File: src/rtl/iterative_multiplier_if.sv
// Request/response bundle between the decoder and the iterative multiplier.
interface iterative_multiplier_if #(
  parameter int unsigned WIDTH = 64
);
  logic             start;
  logic [1:0]       mode;
  logic [WIDTH-1:0] a;
  logic [WIDTH-1:0] b;
  logic             busy;
  logic             done;
  logic [WIDTH-1:0] result;

  // Requester side (decoder / testbench)
  modport master (
    output start, mode, a, b,
    input  busy, done, result
  );

  // Responder side (multiplier)
  modport slave (
    input  start, mode, a, b,
    output busy, done, result
  );
endinterface

File: src/rtl/iterative_multiplier.sv
// Fixed-latency shift-add multiplier for MUL / UMULH / SMULH.
// Retires BITS_PER_CYCLE multiplier bits per BUSY cycle; done pulses for one
// cycle with the selected half of the 2*WIDTH product.
module iterative_multiplier #(
  parameter int unsigned WIDTH          = 64,
  parameter int unsigned BITS_PER_CYCLE = 1
) (
  input logic                   clk,
  input logic                   reset,
  iterative_multiplier_if.slave bus
);

  localparam int unsigned N    = WIDTH / BITS_PER_CYCLE;
  localparam int unsigned CntW = (N > 1) ? $clog2(N) : 1;
  localparam int unsigned Bpc  = BITS_PER_CYCLE;

  typedef enum logic [1:0] {StIdle, StBusy, StDone} state_e;

  state_e               state_q, state_d;
  logic [CntW-1:0]      count_q, count_d;
  logic [1:0]           mode_q, mode_d;
  logic                 sign_q, sign_d;
  logic [WIDTH-1:0]     mcand_q, mcand_d;
  // Upper half accumulates partial products; lower half starts as the
  // multiplier and is shifted out as product low bits shift in.
  logic [2*WIDTH-1:0]   acc_q, acc_d;
  logic [WIDTH-1:0]     result_q, result_d;
  logic                 busy_q, busy_d;
  logic                 done_q, done_d;

  logic                 smulh_req;
  logic [WIDTH-1:0]     a_mag, b_mag;
  logic [Bpc-1:0]       digit;
  logic [WIDTH+Bpc-1:0] pp, sum;
  logic [2*WIDTH-1:0]   step;
  logic [WIDTH-1:0]     hi_neg;

  // Next-state, datapath step and output selection
  always_comb begin
    state_d  = state_q;
    count_d  = count_q;
    mode_d   = mode_q;
    sign_d   = sign_q;
    mcand_d  = mcand_q;
    acc_d    = acc_q;
    result_d = result_q;

    smulh_req = (bus.mode == 2'b10);
    // Magnitudes are unsigned WIDTH bits so |min_int| = 2^(WIDTH-1) fits.
    a_mag = bus.a[WIDTH-1] ? (~bus.a + WIDTH'(1)) : bus.a;
    b_mag = bus.b[WIDTH-1] ? (~bus.b + WIDTH'(1)) : bus.b;

    digit = acc_q[Bpc-1:0];
    pp    = {{Bpc{1'b0}}, mcand_q} * {{WIDTH{1'b0}}, digit};
    sum   = {{Bpc{1'b0}}, acc_q[2*WIDTH-1:WIDTH]} + pp;
    step  = {sum, acc_q[WIDTH-1:Bpc]};
    // High half of the two's-complement negation: carry into it only when
    // the low half is all zeros.
    hi_neg = ~step[2*WIDTH-1:WIDTH] + WIDTH'(step[WIDTH-1:0] == '0);

    unique case (state_q)
      StIdle: begin
        if (bus.start) begin
          mode_d  = bus.mode;
          sign_d  = smulh_req & (bus.a[WIDTH-1] ^ bus.b[WIDTH-1]);
          mcand_d = smulh_req ? a_mag : bus.a;
          acc_d   = {{WIDTH{1'b0}}, (smulh_req ? b_mag : bus.b)};
          count_d = '0;
          state_d = StBusy;
        end
      end
      StBusy: begin
        acc_d   = step;
        count_d = count_q + CntW'(1);
        if (count_q == CntW'(N - 1)) begin
          state_d = StDone;
          unique case (mode_q)
            2'b01:   result_d = step[2*WIDTH-1:WIDTH];
            2'b10:   result_d = sign_q ? hi_neg : step[2*WIDTH-1:WIDTH];
            default: result_d = step[WIDTH-1:0];
          endcase
        end
      end
      StDone: state_d = StIdle;
      default: state_d = StIdle;
    endcase

    busy_d = (state_d != StIdle);
    done_d = (state_d == StDone);
  end

  // State and registered outputs, synchronous reset
  always_ff @(posedge clk) begin
    if (reset) begin
      state_q  <= StIdle;
      count_q  <= '0;
      mode_q   <= '0;
      sign_q   <= 1'b0;
      mcand_q  <= '0;
      acc_q    <= '0;
      result_q <= '0;
      busy_q   <= 1'b0;
      done_q   <= 1'b0;
    end else begin
      state_q  <= state_d;
      count_q  <= count_d;
      mode_q   <= mode_d;
      sign_q   <= sign_d;
      mcand_q  <= mcand_d;
      acc_q    <= acc_d;
      result_q <= result_d;
      busy_q   <= busy_d;
      done_q   <= done_d;
    end
  end

  assign bus.busy   = busy_q;
  assign bus.done   = done_q;
  assign bus.result = result_q;

endmodule
File: src/flat_wrapper.sv
// flat-port wrapper written by rule: the top's interface ports become plain ports
module iterative_multiplier_flat 
#(
  parameter int unsigned WIDTH          = 64,
  parameter int unsigned BITS_PER_CYCLE = 1
)
  (clk, reset, bus_start, bus_mode, bus_a, bus_b, bus_busy, bus_done, bus_result);
  iterative_multiplier_if #(.WIDTH(WIDTH)) bus_i ();
  input logic clk;
  input logic reset;
  input wire logic [$bits(bus_i.start)-1:0] bus_start;
  input wire logic [$bits(bus_i.mode)-1:0] bus_mode;
  input wire logic [$bits(bus_i.a)-1:0] bus_a;
  input wire logic [$bits(bus_i.b)-1:0] bus_b;
  output wire logic [$bits(bus_i.busy)-1:0] bus_busy;
  output wire logic [$bits(bus_i.done)-1:0] bus_done;
  output wire logic [$bits(bus_i.result)-1:0] bus_result;
  assign bus_i.start = bus_start;
  assign bus_i.mode = bus_mode;
  assign bus_i.a = bus_a;
  assign bus_i.b = bus_b;
  assign bus_busy = bus_i.busy;
  assign bus_done = bus_i.done;
  assign bus_result = bus_i.result;
  iterative_multiplier #(.WIDTH(WIDTH), .BITS_PER_CYCLE(BITS_PER_CYCLE)) u_core (.clk(clk), .reset(reset), .bus(bus_i));
endmodule
File: config.mk
export PLATFORM = sky130hd
export DESIGN_NAME = iterative_multiplier_flat
export DESIGN_NICKNAME = d
export VERILOG_FILES = /design/src/rtl/iterative_multiplier_if.sv /design/src/rtl/iterative_multiplier.sv /design/src/flat_wrapper.sv
export SDC_FILE = /design/constraint.sdc
export NUM_CORES = 1
export LEC_CHECK = 0
export CAP_MARGIN = 15
export CORE_MARGIN = 2
export CORE_UTILIZATION = 40
export DETAILED_ROUTE_END_ITERATION = 10
export PLACE_DENSITY = 0.71
export RECOVER_POWER = 25
export SLEW_MARGIN = 25
export SYNTH_ARGS = -nofsm -noshare
export SYNTH_HDL_FRONTEND = slang
export SYNTH_SLANG_ARGS = --single-unit
export TNS_END_PERCENT = 20
File: constraint.sdc
create_clock -name clk -period 10.29 [get_ports clk]
set_input_delay 1.029 -clock clk [delete_from_list [all_inputs] [get_ports clk]]
set_output_delay 1.029 -clock clk [all_outputs]
set_load 0.02 [all_outputs]
==> summary.txt, run 1 <==
status: complete, but fails checks
failing checks: capacitance limit, slew limit
chip width: 225 um
setup slack after layout: 4.50 ns
Clock Power Share: 43.9%
CP delay by family, top: simple AND/OR/NAND/NOR gates
final WL: 70200 um
post-synthesis xor/xnor area fraction: 9.56%
Vias: 20454
Synth Flop Type: dfxtp_1
CTS clock-pin slew for the worst setup and hold paths: 0.06 ns
Critical Path RT: 10.71 ns
root buffer cell: clkbuf_16
share of layout cells above drive strength 1: 4.64%
skew final: 0.0133 ns
# clock sinks: 269
Yosys cell types: 93
PortBufs: 198
largest net degree at the start of global routing: 105
Yosys top cell area share: 27.6%
synth top area cells: dfxtp_1 28%, nor2_1 6.7%, xnor2_1 5.3%
deepest clock path buffer count: 3
Yosys top cell by area: dfxtp_1
routed len/inst: 21.3 um
placed cell areas: 0.0218 mm^2
CP bufs+invs: 1
GRT overflow: 0
Post-CTS Hold Fix Bufs: 0
antenna cells: 0
Leak: 8.41 nW
# resized after CTS: 0
largest family of logic cells by synthesized area: compound AO/OA/AOI/OAI gates
row cnt: 80
synthesized area per cell: 7.58 um^2
fin util: 47.9%
Die Y: 225 um
number of enable flip-flop cells after synthesis: 0
final setup vio count: 0
Post-Synthesis Cells: 2576
hold crit path type: register to register
mux share of post-synthesis cell area: 0.468%
number of setup buffers added after CTS: 0
Seq pwr share: 39.0%
drt drc: 0
Pwr Density: 125 mW/mm^2
Switch Pwr: 0.000810 W
sequential share of the synthesized area: 27.6%
final hold vios: 0
Final Wtd Congestion: 0.911
Via density: 6.22
WP data arrival: 6.21 ns
Max rail drop VDD: 123 uV
Max Cap Viol: 5
Post-DRT Antenna Nets: 0
syn_nets: 2781
unrepaired setup endpoints after global routing: false
gr usage total: 26.5%
Net Sw Frac: 28.1%
number of I/O pins: 199
Final Max Slew Viols: 298
setup total negative slack: 0 ns
Synth Area in Simple Gates: 23.5%
CP peak stage delay: 0.56 ns
CTS tree: built
Final Cell Area: 0.0230 mm^2
Synth Area in Compound Gates: 29.9%
die area: 0.0506 mm^2
Tcrit/Tclk final: 56.2%
max_slew headroom: -135%
Detailed Route Iter0 Violations: 2358
Gate power share: 17.1%
CP Cell Sequence: buf_4, and2_1, ha_1, a21oi_1, o211ai_1, a21oi_1, xnor2_1, nor3_1, nand4_1, or4_1, nand3b_1, nor3_2, a211oi_1, a2111oi_0, o41ai_1
Final #Nets: 2855
storage element area: 0.00539 mm^2
synthesized cell area: 0.0195 mm^2
most frequent cell on the critical path: a21oi_1
Crit. End Element: register
CP max stage cell: or4_1
H-Tree Depth: 1
pre-CTS WS: 4.65 ns
Num CTS Buffers: 30
Synth Area in Adders: 4.65%
synth warn: 0
initial core utilization: 40.7%
initial antenna violation count: 1
Syn-to-layout area delta: 17.6%
first-pass iteration count of the detailed router: 11
CP Max Fanout: 65
first-pass GRT wire length: 107000 um
Worst Setup Start Kind: register
critical path class: register to register
HPWL Detailed: 52600 um
Worst-Margin Slew: 3.52 ns
Multi-input gate area: 0.0133 mm^2
vias in the first global route: 18834
post-layout min period: 5.79 ns
Fmax achieved: 173 MHz
cell-internal power: 0.00207 W
Synth async-reset ratio: 0%
FF+latch count, synth: 269
clk_lat worst skew: 0.58 ns
fillers: 4707
core footprint: 0.0479 mm^2
## metal layers
layer / track usage (%) / wire [um] / up-vias
met2: 40.7 / 29900 / 904
met1: 38.6 / 32800 / 9651
met4: 7.54 / 1850 / 2
met5: 0 / 12 / -
met3: 3.55 / 5610 / 100
li1: - / - / 9797
## kinds of logic (layout without fill, tap and decap cells)
logic type | after synthesis | in the layout
compound gates | 835 | 835
xor+xnor | 213 | 213
fa+ha+maj | 72 | 72
buf+inv | 224 | 321
flops | 269 | 269
mux | 9 | 9
simple gates | 954 | 954
## flip-flops by register name, indices dropped and copies added, names as in the netlist, 2 cells and up
| signal | flops |
|---|---|
| u_core.acc_q | 128 |
| u_core.mode_q | 2 |
| u_core.count_q | 6 |
| u_core.state_q | 2 |
| u_core.mcand_q | 64 |
| u_core.bus.result | 64 |
## worst min-delay path, cell delays in order (launching register included)
cell	delay, ns
dfxtp_1	0.30
nand2_1	0.05
a21oi_1	0.05
## layout make-up
class / instances / area share (%)
inverters: 38 / 0.621
flip-flops and latches: 269 / 23.5
clock inverters: 19 / 1.43
clock buffers: 36 / 3.63
well taps: 615 / 3.35
multi-input cells: 2083 / 57.9
repair buffers: 228 / 9.56
## worst paths after layout
check / startpoint / to / slack (ns) / cells after the start
hold reg to reg: u_core.bus.result[10] / u_core.bus.result[10] / 0.45 / 2
setup reg to reg: u_core.acc_q[0] / u_core.bus.result[50] / 4.50 / 15
hold / removal: u_core.bus.result[10] / u_core.bus.result[10] / 0.45 / 2
setup / recovery: u_core.acc_q[0] / u_core.bus.result[50] / 4.50 / 15
## cells in the mapped netlist, types with 12 or more instances
cell	number
a211oi_1	65
a21o_1	25
a21oi_1	194
a221o_1	17
a221oi_1	20
a222oi_1	61
a22oi_1	69
a311oi_1	12
a31oi_1	18
and2_1	71
and3_1	15
clkbuf_1	174
dfxtp_1	269
ha_1	71
inv_1	36
nand2_1	198
nand3_1	52
nand4_1	42
nor2_1	350
nor3_1	57
nor4_1	48
o211ai_1	38
o21a_1	13
o21ai_0	135
o21ai_1	14
o21bai_1	12
o31ai_1	43
o41ai_1	27
or3_1	41
or4_1	15
xnor2_1	119
xor2_1	94
## cell usage in the layout (no fill, tap or decap), drive strengths merged, types with 15 or more instances in the layout
| cell type | instances |
|---|---|
| and2 | 72 |
| nand4 | 42 |
| a211oi | 69 |
| inv | 35 |
| o21ai | 153 |
| and3 | 15 |
| nand3 | 52 |
| or3 | 42 |
| clkdlybuf4s50 | 132 |
| nand2 | 198 |
| or4 | 16 |
| a21o | 25 |
| o41ai | 31 |
| a31oi | 20 |
| ha | 71 |
| nor3 | 59 |
| a21oi | 195 |
| dfxtp | 269 |
| o31ai | 44 |
| dlygate4sd3 | 65 |
| a221oi | 20 |
| clkbuf | 43 |
| nor4 | 50 |
| nor2 | 351 |
| a222oi | 61 |
| a221o | 17 |
| a22oi | 69 |
| buf | 24 |
| o211ai | 38 |
| xor2 | 94 |
| xnor2 | 119 |
## through the flow
step                cells  power (W)  hold slack [ns]
floorplan            2576    0.00144            0.427
global placement     3233    0.00161            0.436
detailed placement   3233    0.00162            0.446
CTS                  3288    0.00288            0.455
global route         3288    0.00298            0.468
finish               3288    0.00288            0.451
## power by group through the flow
stage / clock network (W) / registers (W) / logic (W)
floorplan: 0 / 0.00113 / 0.000309
global placement: 0 / 0.00114 / 0.000471
detailed placement: 0 / 0.00114 / 0.000478
CTS: 0.00128 / 0.00112 / 0.000482
global route: 0.00132 / 0.00113 / 0.000532
finish: 0.00126 / 0.00112 / 0.000492
No activity file was read; power rests on OpenSTA's default activity.
==> run 2, diff against run 1 <==
--- a/config.mk
+++ b/config.mk
@@ -9,7 +9,7 @@
 export CORE_MARGIN = 2
 export CORE_UTILIZATION = 40
 export DETAILED_ROUTE_END_ITERATION = 10
-export PLACE_DENSITY = 0.71
+export PLACE_DENSITY = 0.73
 export RECOVER_POWER = 25
 export SLEW_MARGIN = 25
 export SYNTH_ARGS = -nofsm -noshare
==> constraint.sdc (replaced) <==
create_clock -name clk -period 5.1 [get_ports clk]
set_input_delay 0.51 -clock clk [delete_from_list [all_inputs] [get_ports clk]]
set_output_delay 0.51 -clock clk [all_outputs]
set_load 0.02 [all_outputs]
==> summary.txt, run 2 (same netlist as run 1, synthesis figures left out) <==
status: complete, but fails checks (unchanged)
failing checks: capacitance limit, slew limit (unchanged)
CTS clock-pin slew for the worst setup and hold paths: 0.06 ns (about the same)
Vias: 21153 (was 20454)
Worst Hold Depth: 2 (unchanged)
initial antenna violation count: 1 (unchanged)
setup total negative slack: 0 ns (unchanged)
Post-DRT Antenna Nets: 0 (unchanged)
Max Cap Viol: 3 (was 5)
Critical Path RT: 5.56 ns (was 10.71 ns)
hold crit path type: register to register (unchanged)
Final Wtd Congestion: 0.945 (was 0.911)
Via density: 6.21 (was 6.22)
WP data arrival: 5.47 ns (was 6.21 ns)
Syn-to-layout area delta: 23.0% (was 17.6%)
Final #Nets: 2977 (was 2855)
first-pass GRT wire length: 110000 um (was 107000 um)
drt drc: 0 (unchanged)
DR WL met2: 30300 um (was 29900 um)
routed len/inst: 21.2 um (was 21.3 um)
vias in the first global route: 19618 (was 18834)
post-layout min period: 5.01 ns (was 5.79 ns)
routed metal-1 wirelength: 33500 um (was 32800 um)
top layer in use: met4 (was met5)
FF-to-FF path depth: 17 (was 15)
deepest clock path buffer count: 3 (unchanged)
CP Max Fanout: 32 (was 65)
max_slew headroom: -95.1% (was -135%)
Worst-Margin Slew: 2.93 ns (was 3.52 ns)
Crit. End Element: register (unchanged)
Final Max Slew Viols: 173 (was 298)
number of flip-flops in the largest register: 128 (unchanged)
Tcrit/Tclk final: 98.2% (was 56.2%)
Worst Setup Start Kind: register (unchanged)
Most flops, register: u_core.acc_q (unchanged)
clk_lat worst skew: 0.58 ns (about the same)
die area: 0.0506 mm^2 (unchanged)
critical path class: register to register (unchanged)
antenna cells: 0 (unchanged)
most common cell after layout, fill and taps aside: nor2_1 (unchanged)
core footprint: 0.0479 mm^2 (unchanged)
HPWL Detailed: 54300 um (was 52600 um)
skew final: 0.0158 ns (was 0.0133 ns)
Detailed Route Iter0 Violations: 2268 (was 2358)
CTS tree: built (unchanged)
H-Tree Depth: 1 (unchanged)
# clock sinks: 269 (unchanged)
first-pass iteration count of the detailed router: 11 (unchanged)
number of I/O pins: 199 (unchanged)
largest net degree at the start of global routing: 111 (was 105)
Pwr Density: 235 mW/mm^2 (was 125 mW/mm^2)
Post-CTS Hold Fix Bufs: 0 (unchanged)
PortBufs: 198 (unchanged)
Fmax achieved: 200 MHz (was 173 MHz)
most frequent cells in the layout: 350 x nor2_1, 268 x dfxtp_1, 196 x nand2_1 (was 350 x nor2_1, 269 x dfxtp_1, 198 x nand2_1)
root buffer cell: clkbuf_16 (unchanged)
Leak: 9.08 nW (was 8.41 nW)
Num CTS Buffers: 29 (was 30)
share of layout cells above drive strength 1: 9.84% (was 4.64%)
final hold vios: 0 (unchanged)
row cnt: 80 (unchanged)
gr usage total: 27.1% (was 26.5%)
final WL: 72100 um (was 70200 um)
metal3 WL: 5890 um (was 5610 um)
GRT overflow: 0 (unchanged)
Max rail drop VDD: 225 uV (was 123 uV)
Die Y: 225 um (unchanged)
chip width: 225 um (unchanged)
fin util: 50.1% (was 47.9%)
initial core utilization: 40.7% (unchanged)
final setup vio count: 0 (unchanged)
## run 2: changes by cell type in the layout (fill, tap and decap cells not counted), moves of 3 or more
cell       change
clkbuf_8       +3
a21oi_2        +4
bufinv_16      -4
nor4_2         +4
o41ai_2        +4
clkinv_2       -3
a21oi_1        -4
buf_4        +124
nor4_1         -6
o41ai_1        -5
o21ai_4        +3
## run 2: final cells by class
| cell class | instances | area [um^2] |
|---|---|---|
| inverter | 38 | 143 |
| sequential | 269 | 5390 |
| fill | 4649 | 23900 |
| clock buffer | 41 | 841 |
| timing repair buffer | 351 | 3180 |
| clock inverter | 12 | 194 |
| tap | 615 | 769 |
| multi-input combinational | 2083 | 13500 |
## run 2: metrics by stage
step / area, um^2 / std cells / hold WS (ns) / worst slack (ns) / total power [W]
after global placement: 22700 / 3349 / 0.437 / -0.396 / 0.00333
after global routing: 24000 / 3409 / 0.472 / -0.0113 / 0.00584
final: 24000 / 3409 / 0.447 / 0.0897 / 0.00564
after detailed placement: 22700 / 3349 / 0.444 / -0.365 / 0.00335
after floorplan: 19500 / 2576 / 0.427 / 0.221 / 0.00290
after CTS: 23800 / 3402 / 0.452 / 0.0236 / 0.00564
## run 2: routing by layer
| layer | vias to the layer above | GRT usage [%] |
|---|---|---|
| met5 | - | 0 |
| met4 | 0 | 9.91 |
| met3 | 138 | 3.70 |
| met2 | 1003 | 41.1 |
| met1 | 9974 | 38.9 |
| li1 | 10038 | - |
## run 2: worst paths after layout
path                                    startpoint                    end  slack [ns]
worst max-delay path               u_core.acc_q[0]  u_core.bus.result[48]        0.09
worst min-delay path            u_core.mcand_q[43]     u_core.mcand_q[43]        0.45
worst max register to register     u_core.acc_q[0]  u_core.bus.result[48]        0.09
worst min register to register  u_core.mcand_q[43]     u_core.mcand_q[43]        0.45
## run 2: worst max-delay path, cell delays in order (launching register included)
cell and delay [ns]:
dfxtp_4 0.39, buf_12 0.17, and2_1 0.16, ha_1 0.37
o211ai_1 0.16, o211ai_1 0.41, a21oi_1 0.20, buf_4 0.19
xnor2_1 0.16, nor3_1 0.47, nand4_1 0.20, or4_1 0.48
nand3b_1 0.36, buf_4 0.24, or4_4 0.44, o21ai_2 0.14
mux2i_1 0.08, a311o_1 0.27
## run 2: what timing repair did
item	in CTS	in global routing
pin swaps	0	9
setup buffers	0	6
endpoints found under the setup margin	32	32
gates resized for setup	3	35
cloned	0	1
## run 2: where the power goes
part	switching (W)	internal, W	total [W]
logic	0.000642	0.000434	0.00108
clock network	0.000904	0.00139	0.00230
registers	0.0000821	0.00219	0.00227
total	0.00163	0.00402	0.00564
